===== src/rtl/hog_pkg.sv =====
`default_nettype none
// ============================================================================
//  Module      : hog_pkg
//  Description : Shared constants and stage FSM encoding for the HOG
//                dataflow sequencer.
//  Revision    : 1.0 - initial release
// ============================================================================
package hog_pkg;

    localparam int HOG_NUM_STAGES = 4;

    localparam int STG_ACQUIRE   = 0;
    localparam int STG_GRADIENTS = 1;
    localparam int STG_CELLS     = 2;
    localparam int STG_SVM       = 3;

    typedef enum logic [1:0] {
        ST_IDLE  = 2'd0,
        ST_START = 2'd1,
        ST_BUSY  = 2'd2
    } stage_state_e;

endpackage : hog_pkg
`default_nettype wire


===== src/rtl/hog_stage_ctrl.sv =====
`default_nettype none
// ============================================================================
//  Module      : hog_stage_ctrl
//  Description : One pipeline stage: pending-frame counter plus the
//                IDLE/START/BUSY ap_start handshake FSM.
//  Revision    : 1.0 - initial release
// ============================================================================
module hog_stage_ctrl
    import hog_pkg::*;
(
    input  logic clk,
    input  logic rst_n,
    input  logic inc,
    input  logic ready,
    input  logic done,
    output logic start,
    output logic active
);

    stage_state_e state_q, state_d;
    logic [1:0]   pend_q, pend_d;
    logic         w_handshake;

    always_comb begin
        state_d     = state_q;
        start       = 1'b0;
        w_handshake = 1'b0;
        case (state_q)
            ST_IDLE: begin
                if (pend_q != 2'd0) state_d = ST_START;
            end
            ST_START: begin
                start = 1'b1;
                if (ready) begin
                    w_handshake = 1'b1;
                    state_d     = done ? ST_IDLE : ST_BUSY;
                end
            end
            ST_BUSY: begin
                if (done) state_d = ST_IDLE;
            end
            default: state_d = ST_IDLE;
        endcase

        // Arrival and handshake in the same cycle cancel out.
        pend_d = pend_q;
        if (inc && !w_handshake && (pend_q != 2'd3))
            pend_d = pend_q + 2'd1;
        else if (!inc && w_handshake)
            pend_d = pend_q - 2'd1;
    end

    always_ff @(posedge clk or negedge rst_n) begin
        if (!rst_n) begin
            state_q <= ST_IDLE;
            pend_q  <= 2'd0;
        end else begin
            state_q <= state_d;
            pend_q  <= pend_d;
        end
    end

    assign active = (state_q == ST_START) || (state_q == ST_BUSY);

endmodule : hog_stage_ctrl
`default_nettype wire


===== src/rtl/hog_pipe_sequencer.sv =====
`default_nettype none
// ============================================================================
//  Module      : hog_pipe_sequencer
//  Description : Frame admission, per-stage start sequencing, in-flight
//                accounting and stall watchdog for the HOG pipeline.
//  Revision    : 1.0 - initial release
// ============================================================================
module hog_pipe_sequencer
    import hog_pkg::*;
#(
    parameter int NUM_STAGES   = HOG_NUM_STAGES,
    parameter int MAX_INFLIGHT = 2,
    parameter int WD_TIMEOUT   = 65535
) (
    input  logic                  clk,
    input  logic                  rst_n,
    input  logic                  frame_req,
    output logic                  frame_ack,
    output logic [NUM_STAGES-1:0] stage_start,
    input  logic [NUM_STAGES-1:0] stage_ready,
    input  logic [NUM_STAGES-1:0] stage_done,
    output logic                  frame_done,
    output logic [1:0]            inflight,
    output logic                  stall,
    output logic [1:0]            stall_stage,
    input  logic                  stall_clear
);

    localparam logic [15:0] C_WD_LIMIT = 16'(WD_TIMEOUT);
    localparam logic [1:0]  C_MAX_INFL = 2'(MAX_INFLIGHT);

    logic [1:0]            inflight_q, inflight_d;
    logic [15:0]           wd_q, wd_d;
    logic                  stall_q, stall_d;
    logic [1:0]            stall_stage_q, stall_stage_d;
    logic                  frame_done_q, frame_done_d;

    logic                  w_accept;
    logic                  w_retire;
    logic [NUM_STAGES-1:0] w_active;
    logic [1:0]            w_first_active;

    assign w_accept = frame_req && (inflight_q < C_MAX_INFL) && !stall_q;
    assign w_retire = stage_done[NUM_STAGES-1] && (inflight_q != 2'd0);

    // Stage 0 is fed by admissions, every later stage by its predecessor.
    for (genvar gi = 0; gi < NUM_STAGES; gi++) begin : g_stage
        logic w_inc;
        if (gi == 0) begin : g_first
            assign w_inc = w_accept;
        end else begin : g_chain
            assign w_inc = stage_done[gi-1];
        end

        hog_stage_ctrl u_ctrl (
            .clk    (clk),
            .rst_n  (rst_n),
            .inc    (w_inc),
            .ready  (stage_ready[gi]),
            .done   (stage_done[gi]),
            .start  (stage_start[gi]),
            .active (w_active[gi])
        );
    end

    always_comb begin
        w_first_active = 2'd0;
        for (int i = NUM_STAGES - 1; i >= 0; i--) begin
            if (w_active[i]) w_first_active = 2'(i);
        end
    end

    always_comb begin
        inflight_d = inflight_q;
        if (w_accept && !w_retire)
            inflight_d = inflight_q + 2'd1;
        else if (!w_accept && w_retire)
            inflight_d = inflight_q - 2'd1;

        wd_d = wd_q;
        if ((|stage_done) || (inflight_q == 2'd0) || stall_clear)
            wd_d = 16'd0;
        else if (wd_q != C_WD_LIMIT)
            wd_d = wd_q + 16'd1;

        // Stall is sticky; clear wins over a same-cycle set.
        stall_d       = stall_q;
        stall_stage_d = stall_stage_q;
        if (stall_clear) begin
            stall_d = 1'b0;
        end else if (!stall_q && (wd_d == C_WD_LIMIT)) begin
            stall_d       = 1'b1;
            stall_stage_d = w_first_active;
        end

        frame_done_d = stage_done[NUM_STAGES-1];
    end

    always_ff @(posedge clk or negedge rst_n) begin
        if (!rst_n) begin
            inflight_q    <= 2'd0;
            wd_q          <= 16'd0;
            stall_q       <= 1'b0;
            stall_stage_q <= 2'd0;
            frame_done_q  <= 1'b0;
        end else begin
            inflight_q    <= inflight_d;
            wd_q          <= wd_d;
            stall_q       <= stall_d;
            stall_stage_q <= stall_stage_d;
            frame_done_q  <= frame_done_d;
        end
    end

    assign frame_ack   = w_accept;
    assign inflight    = inflight_q;
    assign stall       = stall_q;
    assign stall_stage = stall_stage_q;
    assign frame_done  = frame_done_q;

endmodule : hog_pipe_sequencer
`default_nettype wire


===== config.mk =====
export PLATFORM = sky130hd
export DESIGN_NAME = hog_pipe_sequencer
export DESIGN_NICKNAME = d
export VERILOG_FILES = /design/src/rtl/hog_pkg.sv /design/src/rtl/hog_stage_ctrl.sv /design/src/rtl/hog_pipe_sequencer.sv
export SDC_FILE = /design/constraint.sdc
export NUM_CORES = 1
export LEC_CHECK = 0
export CAP_MARGIN = 20
export CORE_MARGIN = 2
export CORE_UTILIZATION = 40
export DETAILED_ROUTE_END_ITERATION = 16
export PLACE_DENSITY = 0.68
export SYNTH_ARGS = -nofsm -noshare
export SYNTH_HDL_FRONTEND = slang
export SYNTH_SLANG_ARGS = --single-unit

===== constraint.sdc =====
create_clock -name clk -period 5.1 [get_ports clk]
set_input_delay 1.02 -clock clk [delete_from_list [all_inputs] [get_ports clk]]
set_output_delay 1.02 -clock clk [all_outputs]
set_load 0.02 [all_outputs]

==> results of run 1 <==
power by group:
part           internal, mW  total (mW)  switching, mW
registers             0.360       0.417         0.0571
logic                 0.191       0.414          0.222
clock network         0.136       0.241          0.105
total                 0.688        1.07          0.384
kinds of logic after synthesis:
| logic type | share of synthesized area [%] |
|---|---|
| multiplexers | 3.191 |
| AND/OR/NAND/NOR | 22.88 |
| buffers and inverters | 6.057 |
| adder cells (fa/ha/maj) | 7.572 |
| AO/OA/AOI/OAI | 15.04 |
| flip-flops | 41.10 |
| XOR/XNOR | 4.164 |
flip-flops by register name (all words and copies together) (netlist names):
name,count
frame_done,1
g_stage.u_ctrl.pend_q,8
g_stage.u_ctrl.state_q,8
inflight,2
stall,1
stall_stage,2
wd_q,16
through the flow:
stage          power, mW  setup WS (ns)  utilization, %
3_3_place_gp      0.8270          1.036           46.16
5_1_grt            1.158          1.103           48.15
2_1_floorplan     0.7225          1.873               -
6_report           1.072          1.285           48.15
3_5_place_dp      0.8380         0.9999           46.16
4_1_cts            1.083          1.299           48.15
layer usage:
metal  wire (um)  vias up  global-route usage, %
met2        2177       40                  26.83
li1            -      946                      -
met5           0        -                      0
met4          61        0                  5.085
met1        2225      888                  21.73
met3         240        5                  5.393
worst paths after layout:
kind / startpoint / end / slack [ns]
worst min register to register: stall_stage[0] / stall_stage[0] / 0.51
worst max register to register: wd_q[0] / stall_stage[0] / 2.06
worst min-delay path: stall_stage[0] / stall_stage[0] / 0.51
worst max-delay path: frame_req / frame_ack / 1.29
max in group asynchronous: rst_n / g_stage[3].u_ctrl.state_q[0] / 3.74
min in group asynchronous: rst_n / wd_q[0] / 0.82
final cells by class:
class	count	area, um^2
clock buffers	8	110.1
fillers	543	2873
inverters	21	78.83
multi-input cells	187	1222
flip-flops and latches	38	950.9
well taps	72	90.09
repair buffers	22	215.2
placed cells by master (no fill, tap or decap), types with 2 or more instances in the layout:
master            n
o211ai_1          2
a211oi_1          2
nand4_1           9
nand2_1          16
nand2b_1          3
o21ai_0          18
nand3b_1          2
and2_1            2
o22a_1            2
and4_1            4
mux2i_1           4
a21oi_1          18
inv_1            21
xor2_1            7
dfrtp_1          38
mux2_1            2
clkdlybuf4s50_1  21
nor4_1            3
a31oi_1           3
ha_1             14
nor3_1            9
clkbuf_8          8
a22o_1            3
nor2_1           28
xnor2_1           4
o22ai_1           2
and3_1            5
nand3_1           6
or2_2             3
worst max-delay path, cell delays in order:
cell,delay [ns]
clkdlybuf4s50_1,0.45
nor3b_1,0.59
clkdlybuf4s50_1,0.73
==> qor.csv, run 1 <==
metric;value;unit
top-area cell type share of the netlist area;41.10;%
mapped cell area;2313;um^2
number of CTS-inserted buffers;5;
CP Class;primary input to output pin;
fin area;2668;um^2
Critical Path Start Type;primary input;
min Tclk post-route;3.815;ns
first-pass GRT wire length;8342;um
Hold Path Class;flop to flop;
Reg2Reg Depth;8;
Hold-fix buffers, CTS;0;
initial antenna violation count;0;
hold_ws;0.5118;ns
ANT cells;0;
area of the die;6408;um^2
Cell Area, Placed;2557;um^2
worst slew pin tran;0.8432;ns
Tcrit/Tclk final;74.80;%
largest net degree at the start of global routing;39;
RSZ-0062 raised after global routing;no;
worst-case clock buffer depth;2;
FFs w/ async S/R, synth;100.0;%
cts repair resizes;0;
Slew Limit Fails;0;
Num Clock Sinks;38;
GRT Resource Usage Total;16.79;%
Max IR drop VDD;308.4;uV
status;finished, final reports clean;
clock root buffer;clkbuf_8;
area growth from synthesis to layout;15.31;%
critical path required time;4.08;ns
Iter 0 DRT Violations;129;
sequential cell area fraction in the yosys report;41.10;%
total routed wirelength;4705;um
clock slew at reported path FFs;0.07;ns
PortBufs;22;
initial core utilization;41.76;%
Most used DFF post-synth;dfrtp_1;
Worst EP arrival;2.79;ns
Worst Setup End Kind;output pin;
relative slew slack;43.79;%
Die Y;80.05;um
postcts setup bufs;0;
maximum clock frequency;262.1;MHz
Synth top cells by count;38 x dfrtp_1, 28 x nor2_1, 21 x inv_1, 18 x a21oi_1, 18 x o21ai_0;
Hold Vio Cnt, Final;0;
TritonRoute pass-1 iters;4;
placed cells;340;
cell type with the largest total area after synthesis;dfrtp_1;
vias in the first global route;1816;
CORE AREA;5540;um^2
top post-synthesis cells by area;dfrtp_1 41%, ha_1 7.6%, nor2_1 4.5%;
CTS H-Tree Depth;2;
Worst-Skew Late Latency;0.30;ns
number of synthesis warnings;0;
skew final;0.007331;ns
Final ANT Viol Nets;0;
detailed-route via count;1879;
# IOs;23;
final global-route overflow total;0;
DP Wirelength;3449;um
DR WL/cell;13.52;um
cells after synthesis;256;
syn_nets;282;
CTS tree;done;
layout cells sized above 1;6.884;%
top-count cell post-synth;dfrtp_1;
final setup violating endpoints;0;
Pwr Density;401.8;nW/um^2
Max Cap Violations;0;
routability cong.;0.8509;
Fin Setup TNS;0;ns
# DRC;0;
crit path max fanout;7;
Synth Area per Inst;9.037;um^2
EDFF count, synth;0;
hold path cells;1;
die width;80.05;um
Vias/cell;5.399;
Non-Filler Instances;348;
Yosys cell types;47;
Cell Rows;27;
Nets;301;
Leakage Power;1.126;nW
post-synthesis register bit count;38;
(Power assumes the default switching activity.)
==> inputs of run 2 (changes only) <==
clock period = 3.7 ns   (was 5.1 ns; I/O delays follow)
==> qor.csv, run 2 (synthesis gave the netlist of run 1 again) <==
metric;value;unit
CP Class;primary input to flop;
largest net degree at the start of global routing;39;
CORE AREA;5540;um^2
Nets;306;
Cell Rows;27;
routability cong.;0.8595;
relative slew slack;44.78;%
ANT cells;0;
flop-to-flop setup slack;0.69;ns
most frequent cells in the layout;38 x dfrtp_1, 28 x nor2_1, 21 x inv_1, 21 x clkdlybuf4s50_1;
slowest CP cell;or4_4;
layout cells sized above 1;7.500;%
max reg flops;16;
status;finished, final reports clean;
crit path max fanout;5;
skew final;0.004814;ns
Cell Area, Placed;2595;um^2
CP Buf/Inv Count;1;
Die Y;80.05;um
Largest Register;wd_q;
# DRC;0;
# IOs;23;
Iter 0 DRT Violations;151;
TritonRoute pass-1 iters;4;
detailed-route via count;1877;
final global-route overflow total;0;
CTS H-Tree Depth;2;
RR Endpoint;stall_stage[0];
delay-heaviest family, CP;simple AND/OR/NAND/NOR gates;
min Tclk post-route;3.191;ns
Non-Filler Instances;352;
crit-path max cell delay;0.58;ns
Num Clock Sinks;38;
Hold Vio Cnt, Final;0;
Pwr Density;528.7;nW/um^2
Reg2Reg Depth;8;
Hold-fix buffers, CTS;0;
Leakage Power;1.130;nW
clock slew at reported path FFs;0.07;ns
Max IR drop VDD;300.2;uV
placed cells;345;
CP Depth;7;
GRT Resource Usage Total;16.31;%
P_int;895.0;uW
switching part of the total power;36.63;%
Fin Setup TNS;0;ns
final setup violating endpoints;0;
DR WL/cell;13.24;um
Tcrit/Tclk final;86.25;%
Regs by FF count;wd_q x16, g_stage.u_ctrl.pend_q x8, g_stage.u_ctrl.state_q x8;
Worst-Skew Late Latency;0.29;ns
vias in the first global route;1822;
die width;80.05;um
worst-path cell chain;clkdlybuf4s50_1, or4_1, or3_1, or4_4, nor4_4, nand3_2, mux2_1;
area of the die;6408;um^2
fin area;2671;um^2
RSZ-0062 raised after global routing;no;
total routed wirelength;4662;um
clock share of power;18.8;%
initial core utilization;41.76;%
critical path required time;3.87;ns
NetSw;517.4;uW
number of CTS-inserted buffers;5;
area growth from synthesis to layout;15.47;%
DP Wirelength;3526;um
Vias/cell;5.332;
first-pass GRT wire length;8300;um
Max Cap Violations;0;
postcts setup bufs;0;
Worst Setup End Kind;flop;
worst slew pin tran;0.8283;ns
fillers;551;
initial antenna violation count;0;
combinational power share;40.6;%
commonest non-fill, non-tap cell in the layout;dfrtp_1;
Seq pwr share;40.5;%
FF-to-FF Start;wd_q[0];
Setup crit end;stall_stage[0];
PortBufs;22;
maximum clock frequency;313.3;MHz
CTS tree;done;
Crit. Startpoint;stage_done[0];
Hold Path Class;flop to flop;
worst-case clock buffer depth;2;
Slew Limit Fails;0;
Critical Path Start Type;primary input;
Final ANT Viol Nets;0;
cts repair resizes;0;
Worst EP arrival;3.36;ns
clock root buffer;clkbuf_8;
-- run 2: cell count changes in the layout (fill, tap and decap cells not counted) --
cell | before | now
buf_4 | 0 | 5
clkbuf_8 | 8 | 5
clkbuf_1 | 0 | 2
-- run 2: power by group through the flow --
| stage | sequential (mW) | clock (mW) | combinational [mW] |
|---|---|---|---|
| floorplan | 0.578 | 0 | 0.418 |
| global placement | 0.577 | 0 | 0.569 |
| detailed placement | 0.579 | 0 | 0.579 |
| CTS | 0.572 | 0.277 | 0.584 |
| global route | 0.588 | 0.297 | 0.654 |
| finish | 0.572 | 0.266 | 0.574 |
-- run 2: cell type report --
class	instances	area [um^2]	area share, %
Tap cell	72	90.09	3.372
Clock buffer	7	76.32	2.857
Sequential cell	38	950.9	35.60
Timing Repair Buffer	27	252.7	9.461
Multi-Input combinational cell	187	1222	45.76
Inverter	21	78.83	2.951
-- run 2: worst min path at each step --
| stage | from | endpoint | cells past startpoint |
|---|---|---|---|
| after floorplan | rst_n | frame_done | 0 |
| after global placement | stall_stage[0] | stall_stage[0] | 1 |
| after detailed placement | stall_stage[1] | stall_stage[1] | 1 |
| after CTS | stall_stage[1] | stall_stage[1] | 1 |
| after global routing | stall_stage[1] | stall_stage[1] | 1 |
| final | stall_stage[1] | stall_stage[1] | 1 |
-- run 2: layer usage --
layer  vias up  track usage, %  part of all wire (%)
met5         -               0                     0
met4         0           5.763                   1.8
met3        10           4.157                   4.6
met2        41           26.75                    49
met1       873           20.82                    44
li1        953               -                     -
-- run 2: through the flow --
| step | hold WS [ns] | utilization, % | total power [mW] | worst slack [ns] |
|---|---|---|---|---|
| after floorplan | 0.4444 | - | 0.9959 | 0.7531 |
| after global placement | 0.4872 | 46.84 | 1.146 | 0.2532 |
| after detailed placement | 0.4876 | 46.84 | 1.158 | 0.1924 |
| after CTS | 0.5082 | 48.22 | 1.434 | 0.4967 |
| after global routing | 0.5371 | 48.22 | 1.538 | 0.3518 |
| final | 0.4999 | 48.22 | 1.412 | 0.5086 |
==> inputs of run 3 (changes only) <==
CORE_MARGIN = 4   (was 2)
==> qor.csv, run 3 (synthesis gave the netlist of run 1 again) <==
metric;value;unit
maximum clock frequency;308.8;MHz
Largest Register;wd_q;
crit path max fanout;6;
DP Wirelength;3476;um
Worst EP arrival;3.42;ns
Worst Setup End Kind;flop;
largest net degree at the start of global routing;39;
Slew Limit Fails;0;
final global-route overflow total;0;
worst-case clock buffer depth;2;
CORE AREA;5574;um^2
die width;84.05;um
total routed wirelength;4641;um
vias in the first global route;1840;
Hold-fix buffers, CTS;0;
# IOs;23;
initial core utilization;41.50;%
Final ANT Viol Nets;0;
Util after Layout;48.71;%
final setup violating endpoints;0;
RSZ-0062 raised after global routing;no;
FF-to-FF Start;wd_q[0];
CTS tree;done;
Cell Area, Placed;2603;um^2
skew final;0.004130;ns
postcts setup bufs;0;
TritonRoute pass-1 iters;4;
flop-to-flop setup slack;0.70;ns
ANT cells;0;
Iter 0 DRT Violations;126;
Register Area;950.9;um^2
GRT Resource Usage Total;14.32;%
PortBufs;22;
clock root buffer;clkbuf_8;
relative slew slack;44.53;%
Vias/cell;5.255;
fin area;2715;um^2
DR WL/cell;13.15;um
cts repair resizes;0;
max reg flops;16;
worst slew pin tran;0.8321;ns
routability cong.;0.8484;
# DRC;0;
layout cells sized above 1;8.541;%
Hold Vio Cnt, Final;0;
Reg2Reg Depth;8;
Nets;307;
Pwr Density;554.0;nW/um^2
number of CTS-inserted buffers;5;
most frequent cells in the layout;38 x dfrtp_1, 28 x nor2_1, 21 x inv_1, 21 x clkdlybuf4s50_1;
Worst-Skew Late Latency;0.29;ns
Leakage Power;1.154;nW
Max Cap Violations;0;
Num Clock Sinks;38;
status;finished, final reports clean;
Max IR drop VDD;383.0;uV
multi-input logic area;1222;um^2
min Tclk post-route;3.238;ns
critical path required time;3.88;ns
CP Class;primary input to flop;
WHS Endpoint;stall_stage[0];
setup ws final;0.4620;ns
pre-CTS setup slack;0.1340;ns
Die Y;84.05;um
Tcrit/Tclk final;87.51;%
hold path cells;1;
first-pass GRT wire length;8231;um
commonest non-fill, non-tap cell in the layout;dfrtp_1;
area growth from synthesis to layout;17.36;%
Regs by FF count;wd_q x16, g_stage.u_ctrl.pend_q x8, g_stage.u_ctrl.state_q x8;
detailed-route via count;1855;
area of the die;7064;um^2
Fin Setup TNS;0;ns
Critical Path Start Type;primary input;
min-delay src;stall_stage[0];
CTS H-Tree Depth;2;
Cell Rows;27;
fillers;534;
clock slew at reported path FFs;0.07;ns
initial antenna violation count;0;
Hold Path Class;flop to flop;
RR Endpoint;stall_stage[0];
[run 3: cell type report]
cell class,instances,area share (%)
Clock buffer,6,3.041
Clock inverter,1,1.106
Inverter,21,2.903
Multi-Input combinational cell,187,45.02
Sequential cell,38,35.02
Tap cell,72,3.318
Timing Repair Buffer,28,9.585
[run 3: critical path, stage by stage]
cell and delay (ns):
clkdlybuf4s50_1 0.46, or4_1 0.57, or3_1 0.43, or4_4 0.59
nor4_4 0.18, nand3_2 0.12, mux2_1 0.33
[run 3: worst max path at each step]
stage / start / to / cells past startpoint
floorplan: stage_done[0] / stall_stage[0] / 7
global placement: stage_done[0] / stall_stage[0] / 7
detailed placement: stage_done[0] / stall_stage[1] / 7
CTS: stage_done[0] / stall_stage[0] / 7
global route: stage_done[0] / stall_stage[0] / 8
finish: stage_done[0] / stall_stage[0] / 7
[run 3: per-stage QoR]
step	power, mW	hold WS, ns	std cells
2_1_floorplan	0.9959	0.4444	256
3_3_place_gp	1.146	0.4892	346
3_5_place_dp	1.160	0.4822	346
4_1_cts	1.523	0.5126	353
5_1_grt	1.628	0.5510	353
6_report	1.504	0.5054	353
[run 3: routing by layer]
metal	up-vias	global-route usage, %	share of wire [%]
li1	951	-	-
met5	-	0	0
met4	0	3.509	1.1
met1	872	19.17	48
met3	7	4.442	3.2
met2	25	22.53	48
[run 3: report_power, final]
part	total, mW	internal (mW)	switching (mW)
logic	0.578	0.270	0.308
registers	0.569	0.496	0.0730
clock network	0.357	0.216	0.141
total	1.50	0.982	0.522
